`src/rtl/interfaz_adc_pkg.sv`:
```
`default_nettype none
// ============================================================================
// interfaz_adc_pkg -- shared word format and ADC constants (also used by Filtro)
// Revision: 1.0
// ============================================================================
package interfaz_adc_pkg;

  localparam int N          = 25;
  localparam int FRAC       = 16;
  localparam int ADC_BITS   = 12;
  localparam int OFFSET_ADC = 2048;
  localparam int BITS_TRAMA = 16;

  typedef enum logic [1:0] {
    REPOSO     = 2'd0,
    CONVERSION = 2'd1,
    ENTREGA    = 2'd2
  } estado_t;

endpackage
`default_nettype wire

```
`src/rtl/interfaz_adc_generador_muestreo.sv`:
```
`default_nettype none
// ============================================================================
// generador_muestreo -- free-running sample-period counter with a wrap tick
// Revision: 1.0
// ============================================================================
module generador_muestreo
  import interfaz_adc_pkg::*;
#(
  parameter int DIV_MUESTRA = 985
) (
  input  logic clk,
  input  logic rst_n,
  input  logic habilitar,
  output logic tick
);

  localparam int CW = (DIV_MUESTRA > 1) ? $clog2(DIV_MUESTRA) : 1;
  localparam logic [CW-1:0] c_ultimo = CW'(DIV_MUESTRA - 1);

  logic [CW-1:0] cnt_q, cnt_d;

  always_comb begin
    cnt_d = cnt_q;
    if (!habilitar || cnt_q == c_ultimo) begin
      cnt_d = '0;
    end else begin
      cnt_d = cnt_q + CW'(1);
    end
  end

  always_ff @(posedge clk or negedge rst_n) begin
    if (!rst_n) begin
      cnt_q <= '0;
    end else begin
      cnt_q <= cnt_d;
    end
  end

  // Combinational so the FSM reacts on the same edge the counter wraps.
  assign tick = habilitar && (cnt_q == c_ultimo);

endmodule
`default_nettype wire

```
`src/rtl/interfaz_adc.sv`:
```
`default_nettype none
// ============================================================================
// interfaz_adc -- serial 12-bit ADC reader producing offset-removed Q(N,FRAC) samples
// Revision: 1.0
// ============================================================================
module interfaz_adc
  import interfaz_adc_pkg::*;
#(
  parameter int N           = interfaz_adc_pkg::N,
  parameter int FRAC        = interfaz_adc_pkg::FRAC,
  parameter int DIV_MUESTRA = 985,
  parameter int DIV_SCLK    = 4
) (
  input  logic         Clk,
  input  logic         Reset_n,
  input  logic         Habilitar,
  input  logic         SDATA,
  input  logic         Bandera_Listo,
  output logic         CS_n,
  output logic         SCLK,
  output logic [N-1:0] Uk,
  output logic         Bandera_ADC,
  output logic         Sobrecarga
);

  localparam int DW     = (DIV_SCLK > 1) ? $clog2(DIV_SCLK) : 1;
  localparam int ESCALA = FRAC - (ADC_BITS - 1);
  localparam logic [DW-1:0] c_div_ultimo = DW'(DIV_SCLK - 1);

  if (DIV_MUESTRA <= 32 * DIV_SCLK + 2 || FRAC < ADC_BITS - 1 || N < FRAC + 1) begin : g_chk_params
    $error("interfaz_adc: sample period too short for a full conversion or word format too narrow");
  end

  // Removing the mid-scale offset of a 12-bit code is a wrap-around subtract.
  function automatic logic [N-1:0] escalar(input logic [ADC_BITS-1:0] raw);
    logic [ADC_BITS-1:0] centrado;
    centrado = raw - ADC_BITS'(OFFSET_ADC);
    return {{(N - ADC_BITS){centrado[ADC_BITS-1]}}, centrado} << ESCALA;
  endfunction

  estado_t               estado_q, estado_d;
  logic                  cs_n_q, cs_n_d;
  logic                  sclk_q, sclk_d;
  logic [DW-1:0]         div_q, div_d;
  logic [3:0]            flancos_q, flancos_d;
  logic [BITS_TRAMA-1:0] shift_q, shift_d;
  logic [N-1:0]          uk_q, uk_d;
  logic                  bandera_q, bandera_d;
  logic                  sobrecarga_q, sobrecarga_d;
  logic                  listo_visto_q, listo_visto_d;
  logic                  entregado_q, entregado_d;
  logic                  tick;
  logic                  unused_cabecera;

  generador_muestreo #(
    .DIV_MUESTRA(DIV_MUESTRA)
  ) u_generador (
    .clk       (Clk),
    .rst_n     (Reset_n),
    .habilitar (Habilitar),
    .tick      (tick)
  );

  // The four leading zeros of each frame carry no information.
  assign unused_cabecera = ^shift_q[BITS_TRAMA-1:ADC_BITS];

  always_comb begin
    estado_d      = estado_q;
    cs_n_d        = cs_n_q;
    sclk_d        = sclk_q;
    div_d         = div_q;
    flancos_d     = flancos_q;
    shift_d       = shift_q;
    uk_d          = uk_q;
    bandera_d     = 1'b0;
    sobrecarga_d  = sobrecarga_q;
    listo_visto_d = listo_visto_q | Bandera_Listo;
    entregado_d   = entregado_q;
    case (estado_q)
      REPOSO: begin
        cs_n_d    = 1'b1;
        sclk_d    = 1'b1;
        div_d     = '0;
        flancos_d = '0;
        if (tick) begin
          estado_d = CONVERSION;
          cs_n_d   = 1'b0;
        end
      end
      CONVERSION: begin
        if (div_q == c_div_ultimo) begin
          div_d  = '0;
          sclk_d = ~sclk_q;
          if (!sclk_q) begin
            shift_d   = {shift_q[BITS_TRAMA-2:0], SDATA};
            flancos_d = flancos_q + 4'd1;
            if (flancos_q == 4'd15) begin
              estado_d = ENTREGA;
              cs_n_d   = 1'b1;
            end
          end
        end else begin
          div_d = div_q + DW'(1);
        end
      end
      ENTREGA: begin
        uk_d      = escalar(shift_q[ADC_BITS-1:0]);
        bandera_d = 1'b1;
        // A Listo seen in this very cycle still acknowledges the previous sample.
        if (entregado_q && !(listo_visto_q || Bandera_Listo)) begin
          sobrecarga_d = 1'b1;
        end
        listo_visto_d = 1'b0;
        entregado_d   = 1'b1;
        estado_d      = REPOSO;
      end
      default: begin
        estado_d = REPOSO;
      end
    endcase
  end

  always_ff @(posedge Clk or negedge Reset_n) begin
    if (!Reset_n) begin
      estado_q      <= REPOSO;
      cs_n_q        <= 1'b1;
      sclk_q        <= 1'b1;
      div_q         <= '0;
      flancos_q     <= '0;
      shift_q       <= '0;
      uk_q          <= '0;
      bandera_q     <= 1'b0;
      sobrecarga_q  <= 1'b0;
      listo_visto_q <= 1'b0;
      entregado_q   <= 1'b0;
    end else begin
      estado_q      <= estado_d;
      cs_n_q        <= cs_n_d;
      sclk_q        <= sclk_d;
      div_q         <= div_d;
      flancos_q     <= flancos_d;
      shift_q       <= shift_d;
      uk_q          <= uk_d;
      bandera_q     <= bandera_d;
      sobrecarga_q  <= sobrecarga_d;
      listo_visto_q <= listo_visto_d;
      entregado_q   <= entregado_d;
    end
  end

  assign CS_n        = cs_n_q;
  assign SCLK        = sclk_q;
  assign Uk          = uk_q;
  assign Bandera_ADC = bandera_q;
  assign Sobrecarga  = sobrecarga_q;

endmodule
`default_nettype wire

```
`config.mk`:
```
export PLATFORM = sky130hd
export DESIGN_NAME = interfaz_adc
export DESIGN_NICKNAME = d
export VERILOG_FILES = /design/src/rtl/interfaz_adc_pkg.sv /design/src/rtl/interfaz_adc_generador_muestreo.sv /design/src/rtl/interfaz_adc.sv
export SDC_FILE = /design/constraint.sdc
export NUM_CORES = 1
export LEC_CHECK = 0
export CAP_MARGIN = 20
export CORE_MARGIN = 3
export CORE_UTILIZATION = 55
export CTS_BUF_LIST = sky130_fd_sc_hd__clkbuf_8
export DETAILED_ROUTE_END_ITERATION = 10
export GPL_TIMING_DRIVEN = 0
export PLACE_DENSITY = 0.81
export RECOVER_POWER = 50
export SETUP_SLACK_MARGIN = 0.5
export SYNTH_ARGS = -nofsm -noshare
export SYNTH_HDL_FRONTEND = slang
export SYNTH_SLANG_ARGS = --single-unit
```
`constraint.sdc`:
```
create_clock -name Clk -period 1.9 [get_ports Clk]
set_clock_uncertainty 0.05 [all_clocks]
set_input_delay 0.38 -clock Clk [delete_from_list [all_inputs] [get_ports Clk]]
set_output_delay 0.38 -clock Clk [all_outputs]
set_load 0.01 [all_outputs]
```
* Word level (Yosys, flattened, before mapping)
Cells that the tools add are included.
Word-level totals: latch bits 0, bits in read-only memories 0, flip-flop bits (word level) 48, input bits 5, memories kept 0, output and inout bits 29, logic and storage cells 61, memory bits (writable) 0
Cells by class: reductions and logical operators 14, multipliers 0, bitwise logic cells 2, divide/modulo/power cells 0, add/sub/neg operators 4, equal/unequal tests 9, muxes and demuxes 20, shift operators 0, order comparisons 0
Operators by type and width (number):
- $sub 12x12->12 const B | 1
- $add 10x1->10 const B | 1
- $eq 10x10->1 const B | 1
- $mux 10 | 1
- $mux 2 | 5
- $mux 4 | 2
- $ne 2x2->1 const B | 4
- $pmux 2 s2 | 2
- $pmux 4 s2 | 1
- $reduce_and 4->1 | 2
- $mux 1 | 7
- $reduce_and 3->1 | 2
- $add 4x1->4 const B | 1
- $eq 2x2->1 const B | 2
- $eq 4x4->1 const B | 1
- $pmux 1 s2 | 2
- $reduce_and 2->1 | 2
- $add 2x1->2 const B | 1
- $eq 2x1->1 const B | 1
- $logic_and 1x1->1 | 2
- $logic_not 1->1 | 2
- $logic_not 2->1 | 1
- $logic_or 1x1->1 | 2
- $reduce_bool 2->1 | 1
- 2 further kinds | 2

* Logic depth before layout (Yosys ltp)
depth in word-level cells 5, gate-level depth with buffers 5

* Cells and area by module
A second synthesis with hierarchy kept.
Second synthesis, totals: cells, all modules 181, area total of the unflattened synthesis 2252.2 um^2
By module, submodules not included:
- interfaz_adc | area an instance 1726.7 um^2, times used 1, cells each 126, sequential area each 953.4 um^2
- generador_muestreo | area an instance 525.5 um^2, times used 1, cells each 55, sequential area each 250.2 um^2

* Worst setup path after synthesis
No wires, ideal clock.
path kind register to register, start point register div_q[0], end point register shift_q[10], setup time 125 ps, cell stages (with the launch flop) 5, arrival time 1350 ps, required time 1725 ps, path slack 375 ps, path through dfrtp_1 ha_1 and4bb_2 buf_4 mux2_2
On the way: cells in the longest elaborated chain, start to end 2
Ends and longest elaborated chain:
- start: declaration | RTL line interfaz_adc.sv:44 | logic [DW-1:0] div_q, div_d;
- start signal: assignment | RTL line interfaz_adc.sv:140 | div_q <= div_d;
- $eq 2x2->1 | RTL line interfaz_adc.sv:91 | if (div_q == c_div_ultimo) begin
- $reduce_and 3->1 (no line)
- end signal: assignment | RTL line interfaz_adc.sv:142 | shift_q <= shift_d;
- end: declaration | RTL line interfaz_adc.sv:46 | logic [BITS_TRAMA-1:0] shift_q, shift_d;
No other way between the ends. A chain may end at the register's enable or synchronous reset.

* Worst setup path in the final report
start point register estado_q[0], end point register Uk[16] (netlist name)
On the way: cells in the longest elaborated chain, start to end 1
Ends and longest elaborated chain:
- start: declaration | RTL line interfaz_adc.sv:41 | estado_t estado_q, estado_d;
- start signal: assignment | RTL line interfaz_adc.sv:137 | estado_q <= estado_d;
- $eq 2x2->1 | RTL line interfaz_adc.sv:79 | case (estado_q)
No other way between the ends.

==> flow_metrics.py <==
metrics = {
    "route": {
        "detail_route.wl_per_cell_microns": 20.8,
        "ant_nets": 0,
        "drc_errors": 0,
        "vias": 1687,
        "routed_wl_microns": 6210,
        "viasPerCell": 5.66,
        "drtPass1Iterations": 4,
        "drt_iter0_drc": 104,
    },
    "pwr": {
        "pwr-share-seq_pct": 48.7,
        "power_w": 0.00215,
        "pwr-share-clk_pct": 46.7,
        "irDropWorstVdd_v": 0.000737,
        "leakagePower_nw": 1.47,
        "power.density_nw_per_um2": 680,
        "power_switching_share_pct": 19.1,
        "p_comb_share_pct": 4.6,
        "power.switching_w": 0.000411,
        "internal_power_w": 0.00174,
    },
    "floorplanning": {
        "pin_count": 34,
        "die_w_microns": 68.9,
        "initial_core_util_pct": 58.2,
        "dieArea_sq_um": 4750,
        "core_sq_um": 3740,
        "rows": 22,
        "die_h_microns": 68.9,
    },
    "critical_path": {
        "max_stage_delay_ps": 450,
        "critPathLaunch": "estado_q[0]",
        "crit_cells": 4,
        "cp_max_fo": 6,
        "worst_ep_arrival_time_ps": 1850,
        "crit_top_cell": "clkbuf_1",
        "cp-end-kind": "flop",
        "cp_num_buf_inv": 2,
        "start_kind": "flop",
        "r2r_cells": 4,
        "critical-path-top-delay-family": "buffers and inverters",
        "cp_slowest_cell": "dfrtp_1",
        "cp_cell_sequence": "nor2b_1 > clkbuf_1 > clkbuf_1 > mux2i_1",
        "r2r_start": "estado_q[0]",
        "cp.required_ps": 2060,
        "path_class": "reg2reg",
    },
    "sta": {
        "hold_viol_final": 0,
        "final_max_slew_viol_count": 0,
        "fin_crit_ps": 1690,
        "final.period_utilization_pct": 89.1,
        "worst_slew_pin_slew_ps": 1460,
        "slew_headroom_pct": 2.94,
        "fmax_ghz": 0.591,
        "hold_slack_ps": 358,
        "rsz0062_at_grt": "yes",
        "setup_violations": 0,
    },
    "placed_design": {
        "dp_hpwl_microns": 2980,
        "port-buffer-count": 28,
        "place.gp.congestion": 0.797,
    },
    "clock_tree": {
        "clock_tree.buffer_depth": 2,
        "clkTransAtPathRegs_ps": 90,
        "clk_latency_ps": 300,
        "htree_levels": 2,
        "clock-sinks": 48,
        "numCtsBuffers": 5,
        "cts_root_buf": "clkbuf_8",
        "cts_tree": "yes",
        "holdBufCountCts": 0,
    },
    "final_layout": {
        "area_growth_pct": 45.1,
        "filler_cell_count": 172,
        "multi_input_area_sq_um": 996,
        "drive_above_1_share_pct": 42.8,
        "layout.area.seq_sq_um": 1200,
        "finalNetCount": 258,
        "antennaDiodeCount": 0,
    },
    "synth": {
        "synth_cell_types": 39,
        "yosys.area.top_type_share_pct": 52.8,
        "synth_area_leaders": "dfrtp_1, mux2_2, buf_4",
        "synth-seq-cells": 48,
        "synth_warnings": 0,
        "yosys.area.top_type": "dfrtp_1",
        "syn_area_sq_um": 2180,
        "synthCells": 180,
        "ys_seq_area_share_pct": 55.3,
        "ys.flop_type": "dfrtp_1",
        "synth_edf_count": 0,
        "async_flop_share_pct": 100,
        "syn_area_per_cell_sq_um": 12.1,
    },
    "global_route": {
        "grt_usage_pct": 22.6,
        "grt_pass1_vias": 1593,
        "grtUsageMet3_pct": 5.02,
        "met1_usage_pct": 25.4,
        "grt_antenna_before_repair": 0,
        "grt_first_pass_wirelength_microns": 7730,
        "met2_usage_pct": 41.5,
        "grt_max_degree": 26,
        "grt_busiest_layer": "met2",
        "overflow": 0,
    },
    "outcome": {
        "status": "finished clean",
    },
    "job": {
        "max-cap-violations": 0,
    },
    "min_path": {
        "hold_path_class": "in2async",
    },
}
[path summary, 6_finish.rpt]
check	end	slack [ps]
hold / removal	Uk[13]	360
max in group asynchronous	Uk[8]	590
setup reg to reg	Uk[16]	210
min in group Clk	entregado_q	440
hold reg to reg	entregado_q	440
setup / recovery	Uk[16]	210
[synth_stat cells (3+ instances only)]
library cell	n
nor2_1	13
nand3_1	6
mux2_2	23
nand4_1	3
o21ai_0	9
ha_1	4
buf_4	15
inv_1	5
dfrtp_1	46
a21oi_1	5
nand2_1	10
mux2i_1	3
or3_1	5
[registers in the layout, summed over array words and instances (netlist names), 2 cells and up]
| signal | cells |
|---|---|
| Uk | 12 |
| estado_q | 2 |
| flancos_q | 4 |
| shift_q | 12 |
| u_generador.cnt_q | 10 |
| div_q | 2 |
[power groups by stage]
stage               Sequential, W  Combinational [W]  Clock (W)
floorplan                 0.00106          0.0000387          0
global placement          0.00106          0.0000691          0
detailed placement        0.00106          0.0000774          0
CTS                       0.00104          0.0000973   0.000992
global route              0.00105           0.000110    0.00106
finish                    0.00105          0.0000982    0.00100
[through the flow]
step / setup TNS [ps] / util (%) / setup WS, ps / cell area [sq um] / instances
final: 0 / 84.4 / 208 / 3160 / 298
after global routing: 0 / 84.4 / 175 / 3160 / 298
after CTS: 0 / 80.0 / 274 / 2990 / 292
after detailed placement: -17.0 / 69.9 / -17.0 / 2620 / 261
after global placement: -36060 / 69.3 / -771 / 2590 / 260
after floorplan: 0 / - / 420 / 2250 / 184
[layer usage]
metal  up-vias  wire (microns)
li1        748               -
met1       850            2330
met2        67            3350
met3        22             291
met4         0             238
met5         -               0
[repair_timing]
action                     in CTS  in global routing
gates cloned                    1                  1
pin swaps                       4                  3
setup endpoints to repair      53                 52
setup buffers                  22                  5
gates resized for setup        83                 44
[logic make-up (layout without fill, tap and decap cells)]
group,Yosys count,count (layout),share of synthesized area [%]
muxes,26,26,13.3
xor gates and xnor gates,3,3,1.21
AOI/OAI and AO/OA,23,23,7.06
DFF,48,48,55.3
other,1,5,0.172
and+or+nand+nor,53,53,14.0
buffers and inverters,22,88,6.78
adders and majority gates,4,4,2.30
[layout by cell type, fill, tap and decap left out, drive strengths merged, types with 2 or more instances in the layout]
master / count
buf: 53
dfrtp: 46
mux2: 23
nor2: 13
clkbuf: 12
clkdlybuf4s15: 11
nand2: 10
o21ai: 9
nand3: 6
a21oi: 5
conb: 5
or3: 5
inv: 5
ha: 4
nand4: 3
mux2i: 3
bufinv: 3
o31ai: 3
dfstp: 2
xor2: 2
nor2b: 2
and2: 2
nand2b: 2
nand3b: 2
clkdlybuf4s50: 2
dlygate4sd2: 2
[layout make-up]
type,count,area share [%]
clock buffer,5,2.18
clock inverter,3,2.85
sequential,48,38.1
inverter,5,0.594
multi-input combinational,114,31.5
tap,48,1.90
timing repair buffer,58,17.5
buffer,17,5.34
No activity file was read; power rests on OpenSTA's default activity.
